===== src/rtl/uart_arb_pkg.sv =====
`default_nettype none
// ============================================================================
// uart_arb_pkg : shared state encoding, byte width and width helper
// Rev 1.0
// ============================================================================
package uart_arb_pkg;

  localparam int UART_BYTE_W = 8;

  typedef enum logic [1:0] {
    IDLE      = 2'd0,
    LAUNCH    = 2'd1,
    WAIT_DONE = 2'd2
  } arb_state_e;

  // Bits needed to hold 0..value-1, never less than one.
  function automatic int clog2(input int value);
    int w;
    w = 1;
    while ((1 << w) < value) w++;
    return w;
  endfunction

endpackage
`default_nettype wire


===== src/rtl/uart_tx_arbiter_rr_pick.sv =====
`default_nettype none
// ============================================================================
// rr_pick : combinational round-robin selector, search starts at ptr+1
// Rev 1.0
// ============================================================================
module rr_pick
  import uart_arb_pkg::*;
#(
  parameter int N  = 3,
  parameter int IW = clog2(N)
) (
  input  logic [N-1:0]  valid,
  input  logic [IW-1:0] ptr,
  output logic [N-1:0]  grant,
  output logic [IW-1:0] idx,
  output logic          any
);

  typedef logic [IW:0] cand_t;

  // One extra bit so ptr+k never overflows before the modulo-N fold.
  cand_t cand;

  always_comb begin
    grant = '0;
    idx   = '0;
    any   = 1'b0;
    cand  = '0;
    for (int k = 1; k <= N; k++) begin
      cand = {1'b0, ptr} + cand_t'(k);
      if (cand >= cand_t'(N)) cand = cand - cand_t'(N);
      if (!any && valid[cand[IW-1:0]]) begin
        any = 1'b1;
        idx = cand[IW-1:0];
      end
    end
    if (any) grant[idx] = 1'b1;
  end

endmodule
`default_nettype wire


===== src/rtl/uart_tx_arbiter.sv =====
`default_nettype none
// ============================================================================
// uart_tx_arbiter : round-robin sharing of one UART transmitter among N_REQ
// byte producers. Define UART_ARB_LOCK_EN to hold the grant for a message.
// Rev 1.0
// ============================================================================
module uart_tx_arbiter
  import uart_arb_pkg::*;
#(
  parameter int N_REQ          = 3,
  parameter int TIMEOUT_CYCLES = 200000
) (
  input  logic                         clk,
  input  logic                         rst,
  input  logic [N_REQ-1:0]             req_valid,
  input  logic [UART_BYTE_W*N_REQ-1:0] req_data,
  input  logic [N_REQ-1:0]             req_last,
  output logic [N_REQ-1:0]             req_ready,
  output logic [UART_BYTE_W-1:0]       tx_data,
  output logic                         tx_start,
  input  logic                         tx_done,
  output logic [clog2(N_REQ)-1:0]      grant_id,
  output logic                         busy,
  output logic                         timeout_err
);

  localparam int GW  = clog2(N_REQ);
  localparam int WDW = clog2(TIMEOUT_CYCLES);

  typedef logic [GW-1:0]    idx_t;
  typedef logic [N_REQ-1:0] req_vec_t;
  typedef logic [WDW:0]     wd_ext_t;

  localparam wd_ext_t WD_LIMIT = wd_ext_t'(TIMEOUT_CYCLES - 1);

  arb_state_e             state_q, state_d;
  idx_t                   ptr_q, ptr_d;
  idx_t                   grant_id_q, grant_id_d;
  logic [UART_BYTE_W-1:0] tx_data_q, tx_data_d;
  logic                   tx_start_q, tx_start_d;
  logic                   busy_q, busy_d;
  logic                   timeout_err_q, timeout_err_d;
  logic [WDW-1:0]         wd_q, wd_d;
  wd_ext_t                wd_next;

  req_vec_t pick_valid, pick_grant;
  idx_t     pick_idx;
  logic     pick_any;

`ifdef UART_ARB_LOCK_EN
  logic lock_q, lock_d;
  idx_t lock_id_q, lock_id_d;

  // While locked only the owner of the open message may compete.
  always_comb begin
    pick_valid = req_valid;
    if (lock_q) pick_valid = req_valid & (req_vec_t'(1) << lock_id_q);
  end
`else
  logic unused_last;
  assign unused_last = ^req_last;
  assign pick_valid  = req_valid;
`endif

  rr_pick #(
    .N  (N_REQ),
    .IW (GW)
  ) u_rr_pick (
    .valid (pick_valid),
    .ptr   (ptr_q),
    .grant (pick_grant),
    .idx   (pick_idx),
    .any   (pick_any)
  );

  assign req_ready = (state_q == IDLE && !rst) ? pick_grant : '0;
  assign wd_next   = {1'b0, wd_q} + wd_ext_t'(1);

  always_comb begin
    state_d       = state_q;
    ptr_d         = ptr_q;
    grant_id_d    = grant_id_q;
    tx_data_d     = tx_data_q;
    tx_start_d    = 1'b0;
    busy_d        = busy_q;
    timeout_err_d = 1'b0;
    wd_d          = wd_q;
`ifdef UART_ARB_LOCK_EN
    lock_d        = lock_q;
    lock_id_d     = lock_id_q;
`endif
    case (state_q)
      IDLE: begin
        if (pick_any) begin
          state_d    = LAUNCH;
          ptr_d      = pick_idx;
          grant_id_d = pick_idx;
          tx_data_d  = req_data[pick_idx*UART_BYTE_W +: UART_BYTE_W];
          tx_start_d = 1'b1;
          busy_d     = 1'b1;
`ifdef UART_ARB_LOCK_EN
          lock_d     = !req_last[pick_idx];
          lock_id_d  = pick_idx;
`endif
        end
      end
      LAUNCH: begin
        wd_d    = '0;
        state_d = WAIT_DONE;
      end
      WAIT_DONE: begin
        wd_d = wd_next[WDW-1:0];
        // A completion in the same cycle as the limit takes priority.
        if (tx_done) begin
          busy_d  = 1'b0;
          state_d = IDLE;
        end else if (wd_next >= WD_LIMIT) begin
          timeout_err_d = 1'b1;
          busy_d        = 1'b0;
          state_d       = IDLE;
`ifdef UART_ARB_LOCK_EN
          lock_d        = 1'b0;
`endif
        end
      end
      default: state_d = IDLE;
    endcase
  end

  always_ff @(posedge clk or posedge rst) begin
    if (rst) begin
      state_q       <= IDLE;
      ptr_q         <= idx_t'(N_REQ - 1);
      grant_id_q    <= '0;
      tx_data_q     <= '0;
      tx_start_q    <= 1'b0;
      busy_q        <= 1'b0;
      timeout_err_q <= 1'b0;
      wd_q          <= '0;
    end else begin
      state_q       <= state_d;
      ptr_q         <= ptr_d;
      grant_id_q    <= grant_id_d;
      tx_data_q     <= tx_data_d;
      tx_start_q    <= tx_start_d;
      busy_q        <= busy_d;
      timeout_err_q <= timeout_err_d;
      wd_q          <= wd_d;
    end
  end

`ifdef UART_ARB_LOCK_EN
  always_ff @(posedge clk or posedge rst) begin
    if (rst) begin
      lock_q    <= 1'b0;
      lock_id_q <= '0;
    end else begin
      lock_q    <= lock_d;
      lock_id_q <= lock_id_d;
    end
  end
`endif

  assign tx_data     = tx_data_q;
  assign tx_start    = tx_start_q;
  assign grant_id    = grant_id_q;
  assign busy        = busy_q;
  assign timeout_err = timeout_err_q;

endmodule
`default_nettype wire


===== config.mk =====
export PLATFORM = sky130hd
export DESIGN_NAME = uart_tx_arbiter
export DESIGN_NICKNAME = d
export VERILOG_FILES = /design/src/rtl/uart_arb_pkg.sv /design/src/rtl/uart_tx_arbiter_rr_pick.sv /design/src/rtl/uart_tx_arbiter.sv
export SDC_FILE = /design/constraint.sdc
export NUM_CORES = 1
export LEC_CHECK = 0
export ABC_AREA = 1
export ABC_CLOCK_PERIOD_IN_PS = 3150
export CAP_MARGIN = 20
export CORE_MARGIN = 10
export CORE_UTILIZATION = 52
export CTS_CLUSTER_SIZE = 10
export DETAILED_ROUTE_END_ITERATION = 10
export GPL_ROUTABILITY_DRIVEN = 0
export GPL_TIMING_DRIVEN = 0
export MAX_ROUTING_LAYER = met4
export PLACE_DENSITY_LB_ADDON = 0.05
export SLEW_MARGIN = 20
export SYNTH_ARGS = -nofsm -noshare
export SYNTH_HDL_FRONTEND = slang
export SYNTH_SLANG_ARGS = --single-unit

===== constraint.sdc =====
create_clock -name clk -period 3.15 [get_ports clk]
set_input_delay 0.4725 -clock clk [delete_from_list [all_inputs] [get_ports clk]]
set_output_delay 0.4725 -clock clk [all_outputs]
set_load 0.01 [all_outputs]

== Word-level counts from Yosys, hierarchy flattened ==
Cells that the tools add are included.
Storage, ports and cells
  bits in registers: 35
  input bits: 33
  output and inout bits: 16
  word-level logic and storage cells: 75
Operators by class
  $add $sub $neg: 7
  $lt $le $gt $ge: 9
  equal/unequal tests: 4
  shift operators: 1
  multiplexer cells: 33
  reductions and logical operators: 13
Operators with widths (number)
  $pmux W18 S2: 1
  $shiftx A24 B6 Y8: 1
  $add A18 B1 Y19 const B: 1
  $ge A19 B18 Y1 const B: 1
  $mux W2: 9
  $mux W1: 15
  $lt A2 B3 Y1 const B: 4
  $ge A3 B2 Y1 const B: 3
  $add A2 B2 Y3 const B: 2
  $bmux W1 S2: 3
  $mux W3: 2
  $pmux W2 S3: 1
  $sub A2 B2 Y2 const B: 3
  $logic_and A1 B1 Y1: 4
  $reduce_and A2 Y1: 2
  $reduce_bool A2 Y1: 2
  $add A2 B1 Y3 const B: 1
  $logic_not A1 Y1: 3
  $ne A3 B3 Y1 const B: 1
  $reduce_and A3 Y1: 1
  $demux W1 S2: 1
  $eq A2 B1 Y1 const B: 1
  $eq A2 B2 Y1 const B: 1
  $ge A2 B1 Y1 const B: 1
  other kinds (3): 3

== Logic depth before layout (Yosys ltp) ==
  word-level depth: 18
  gate-level depth with buffers: 16
  gate-level depth less buffers: 16

== Cells and area by module ==
Synthesis repeated with hierarchy kept, for this count alone.
Unflattened totals
  cells, all modules: 356
  area, all modules: 2454.9 sq um
By module, submodules not included
  uart_tx_arbiter: instances 1, cells each 312, area an instance 2190.9 sq um
  rr_pick: instances 1, cells each 44, area an instance 264.0 sq um

== Least setup slack after synthesis ==
No wires, ideal clock.
  kind: reg-to-output
  start: register ptr_q[1]
  end: output port req_ready[0]
  arrival: 2172 ps
  data required time: 2677 ps
  slack: 506 ps
  cell stages (with the launch flop): 14
  buffers on the path: 1
  cell sequence: dfstp_2 inv_1 ha_1 nand2_1 nor2_1 inv_1 nand2_1 inv_1 nand2_1 nor2_1 nor2_4 inv_1 buf_2 nor4_1
On the way
  longest elaborated chain between the ends: 18
Ends and longest elaborated chain
  start: declaration: RTL line uart_tx_arbiter.sv:37  | idx_t ptr_q, ptr_d;
  start signal: assignment: RTL line uart_tx_arbiter.sv:133  | ptr_q <= idx_t'(N_REQ - 1);
  start signal: assignment: RTL line uart_tx_arbiter.sv:142  | ptr_q <= ptr_d;
  $add A2 B1 Y3: RTL line uart_tx_arbiter_rr_pick.sv:30  | cand = {1'b0, ptr} + cand_t'(k);
  $ge A3 B2 Y1 / $sub A2 B2 Y2 (equally long branches): RTL line uart_tx_arbiter_rr_pick.sv:31  | if (cand >= cand_t'(N)) cand = cand - cand_t'(N);
  $mux W2: RTL line uart_tx_arbiter_rr_pick.sv:31
  $bmux W1 S2: RTL line uart_tx_arbiter_rr_pick.sv:32  | if (!any && valid[cand[IW-1:0]]) begin
  $mux W1 (not written as such): RTL line uart_tx_arbiter_rr_pick.sv:32
  $mux W1: RTL line uart_tx_arbiter_rr_pick.sv:32
  $logic_not A1 Y1: RTL line uart_tx_arbiter_rr_pick.sv:32
  $logic_and A1 B1 Y1: RTL line uart_tx_arbiter_rr_pick.sv:32
  [... 2 more ...]
  $logic_and A1 B1 Y1: RTL line uart_tx_arbiter_rr_pick.sv:32
  $mux W2: RTL line uart_tx_arbiter_rr_pick.sv:32
  $lt A2 B3 Y1 (not written as such) / $ge A2 B1 Y1 (equally long branches): RTL line uart_tx_arbiter_rr_pick.sv:37  | if (any) grant[idx] = 1'b1;
  $logic_and A1 B1 Y1 (not written as such): RTL line uart_tx_arbiter_rr_pick.sv:37
  $mux W1 (not written as such): RTL line uart_tx_arbiter_rr_pick.sv:37
  $demux W1 S2
  $mux W3 (*): RTL line uart_tx_arbiter_rr_pick.sv:37
  $mux W3 (*): RTL line uart_tx_arbiter.sv:76  | assign req_ready = (state_q == IDLE && !rst) ? pick_grant : '0;
  end: declaration: RTL line uart_tx_arbiter.sv:18  | output logic [N_REQ-1:0] req_ready,
Every way passes the cells marked *; elsewhere a longest branch is shown, timed or not. The select of a mux whose other input is x is not followed.

== Worst setup path after layout ==
Same ends and word-level chain as after synthesis.

==> results.py <==
metrics = {
    "detailed_routing": {
        "via_count": 2517,
        "first_pass_iters": 4,
        "via_per_inst": 5.21,
        "wl_um": 6540,
        "drc": 0,
        "drt-initial-drc-count": 138,
        "avgRoutedWirePerCell_um": 13.5,
        "antenna_left": 0,
    },
    "cts": {
        "cts-buffers-inserted": 5,
        "htree_levels": 2,
        "clock-root-buffer": "clkbuf_8",
        "cts_buffer_depth": 2,
        "path_clk_slew_ns": 0.07,
        "clkSinkCount": 34,
        "clock_latency_ns": 0.29,
        "cts_tree": "done",
    },
    "power_and_ir_drop": {
        "switching_power_mw": 1.25,
        "total_power_mw": 2.71,
        "ir_drop_v": 0.000568,
        "p_int_mw": 1.46,
        "p_clk_share_pct": 12.5,
        "power_frac_comb_pct": 64.9,
        "p_leak_nw": 1.50,
        "p_seq_share_pct": 22.6,
        "cellPowerDensity_nw_per_um2": 841,
        "switching_share_pct": 46.1,
    },
    "timing": {
        "maxSlewViolCount": 0,
        "worst_slew_pin_slew_ns": 0.732,
        "fmax_ghz": 0.334,
        "hold_violations": 0,
        "fin_skew_ns": 0.00741,
        "hold_slack_ns": 0.489,
        "setup_viol": 0,
        "slew_headroom_pct": 51.1,
        "period_share_pct": 95.0,
        "setup_ws_ns": 0.158,
        "finalCriticalPeriod_ns": 2.99,
    },
    "logic_synthesis": {
        "syn_nets": 407,
        "yosysWarningCount": 0,
        "synthTopCellsByArea": "dfrtp_1 33%, nand2_1 16%, inv_1 7.5%",
        "syn_inst": 365,
        "yosysTopAreaCell": "dfrtp_1",
        "ys_seq_elements": 34,
        "ys_seq_area_share_pct": 34.1,
        "synth_edf_count": 0,
        "yosysUniqueCellTypes": 35,
        "ys.flop_type": "dfrtp_1",
        "async_reset_ff_share_pct": 100,
        "netlist_area_um2": 2500,
        "synth_area_per_cell_um2": 6.85,
        "synth_top_area_share_pct": 33.0,
    },
    "place": {
        "io_buffers": 45,
        "hpwl_um": 4950,
        "placed_area_um2": 3020,
        "post-place-ws_ns": -0.145,
    },
    "run": {
        "drv_cap": 0,
    },
    "grt": {
        "grt_overflow": 0,
        "track_usage_pct": 17.4,
        "grt_pass1_wl_um": 10800,
        "grt_max_degree": 36,
        "grt_antenna_before_repair": 0,
        "grt_pass1_vias": 2322,
    },
    "layout": {
        "final_core_util_pct": 68.8,
        "fin_area_um2": 3230,
        "drive_above_1_share_pct": 16.8,
        "syn2layout_area_growth_pct": 29.1,
        "antenna_cells": 0,
        "layout.nets": 470,
    },
    "floorplanning": {
        "boundaryPins": 49,
        "core_um2": 4690,
        "initial_core_util_pct": 53.3,
        "num_rows": 25,
        "dieArea_um2": 7980,
        "die_w_um": 89.3,
        "dieHeight_um": 89.3,
    },
    "setup_path": {
        "cp-end-kind": "output pin",
        "cp_max_fo": 4,
        "crit_slowest_cell": "dfstp_2",
        "cp-startpoint": "ptr_q[1]",
        "cp.required_ns": 2.68,
        "start_kind": "register",
        "r2r_start": "ptr_q[1]",
        "cp_cell_sequence": "inv_2 > ha_4 > buf_4 > nand2_1 > nand2_2 > nor2_2 > nor2_2 > nand3_1 > or2_1 > nand2_2 > buf_6 > buf_4 > nor4_2 > buf_2",
        "worstPathArrival_ns": 2.52,
        "crit_path_max_incr_delay_ns": 0.54,
        "worst-path-buf-inv": 5,
        "critPathTopFamily": "simple AND/OR/NAND/NOR gates",
        "path_class": "reg2out",
    },
    "outcome": {
        "outcome": "complete, no violations",
    },
    "min_path": {
        "hp-class": "reg2reg",
        "min_from": "busy",
    },
}
==> final cells by class <==
| type | instances | area, µm² |
|---|---|---|
| Fill cell | 408 | 1470 |
| Multi-Input combinational cell | 267 | 1430 |
| Sequential cell | 34 | 852 |
| Timing Repair Buffer | 57 | 533 |
| Inverter | 57 | 219 |
| Clock buffer | 7 | 86.3 |
| Tap cell | 54 | 67.6 |
| Buffer | 6 | 35.0 |
| Clock inverter | 1 | 5.00 |
==> layout by cell type (no fill, tap or decap), types with 4 or more instances in the layout <==
| cell type | n |
|---|---|
| nand3_1 | 33 |
| inv_1 | 47 |
| o21ai_1 | 10 |
| nor2_2 | 8 |
| nor2_4 | 6 |
| a21oi_1 | 9 |
| nand4_1 | 6 |
| o21ai_0 | 12 |
| o22ai_1 | 13 |
| dfrtp_1 | 33 |
| ha_1 | 8 |
| buf_4 | 13 |
| nand2_2 | 13 |
| inv_2 | 7 |
| clkbuf_8 | 6 |
| clkdlybuf4s50_1 | 42 |
| nor2_1 | 25 |
| clkbuf_1 | 4 |
| nand2_1 | 106 |
==> power groups by stage <==
stage	clock network (mW)	logic [mW]	registers [mW]
after floorplan	0	0.975	0.647
after global placement	0	1.49	0.618
after detailed placement	0	1.52	0.619
after CTS	0.348	1.55	0.614
after global routing	0.363	1.95	0.626
final	0.338	1.76	0.615
==> path summary, 6_finish.rpt <==
kind | slack, ns | endpoint | cells after the start
max in group asynchronous | 1.97 | wd_q[4] | 2
setup reg to reg | 0.69 | tx_data[6] | 17
setup / recovery | 0.16 | req_ready[0] | 14
min in group asynchronous | 0.71 | wd_q[16] | 2
hold / removal | 0.49 | busy | 2
hold reg to reg | 0.49 | busy | 2
==> stage by stage <==
stage | std cells | TNS [ns]
after floorplan | 365 | 0
after global placement | 464 | -0.269
after detailed placement | 464 | -0.199
after CTS | 472 | 0
after global routing | 483 | -0.0282
final | 483 | 0
==> Yosys cell counts, types with 2 or more instances <==
cell type,number
clkbuf_1,3
a21oi_1,9
inv_1,50
nand2_2,11
nand4_1,6
nor2_4,6
nand3_1,33
dfrtp_1,33
buf_2,2
o21ai_0,12
nor3_1,3
nand2_1,108
o22ai_1,13
ha_1,9
nor2_2,6
nor2_1,27
inv_2,5
o21ai_1,12
==> tightest hold or removal path: cells and delay by family (launching register included) <==
| family | cells | cell delay, ns |
|---|---|---|
| flops | 1 | 0.34 |
| simple gates | 2 | 0.12 |
==> cell families after synthesis <==
kind of cell             synth area share [%]
flip-flops                               34.1
AND/OR/NAND/NOR                          40.4
buffers and inverters                    10.2
adder cells (fa/ha/maj)                  4.50
AO/OA/AOI/OAI                            10.5
XOR/XNOR                                0.350
==> state kept, by name (all words and copies together) (netlist names) <==
name,cells
busy,1
grant_id,1
ptr_q,2
state_q,2
timeout_err,1
tx_data,8
tx_start,1
wd_q,18
==> layer usage <==
layer / global-route usage (%) / vias up / share of wire (%)
li1: - / 1297 / -
met1: 21.3 / 1133 / 43
met2: 27.9 / 75 / 48
met3: 3.74 / 12 / 6.5
met4: 5.64 / 0 / 2.1
met5: - / - / 0
==> what timing repair did <==
action | CTS | global route
endpoints found under the setup margin | 3 | 3
endpoints found under the hold margin | 0 | 0
pin swaps | 0 | 3
hold buffers | 0 | 0
setup buffers | 0 | 12
gates resized for setup | 8 | 11
(Power assumes the default switching activity.)
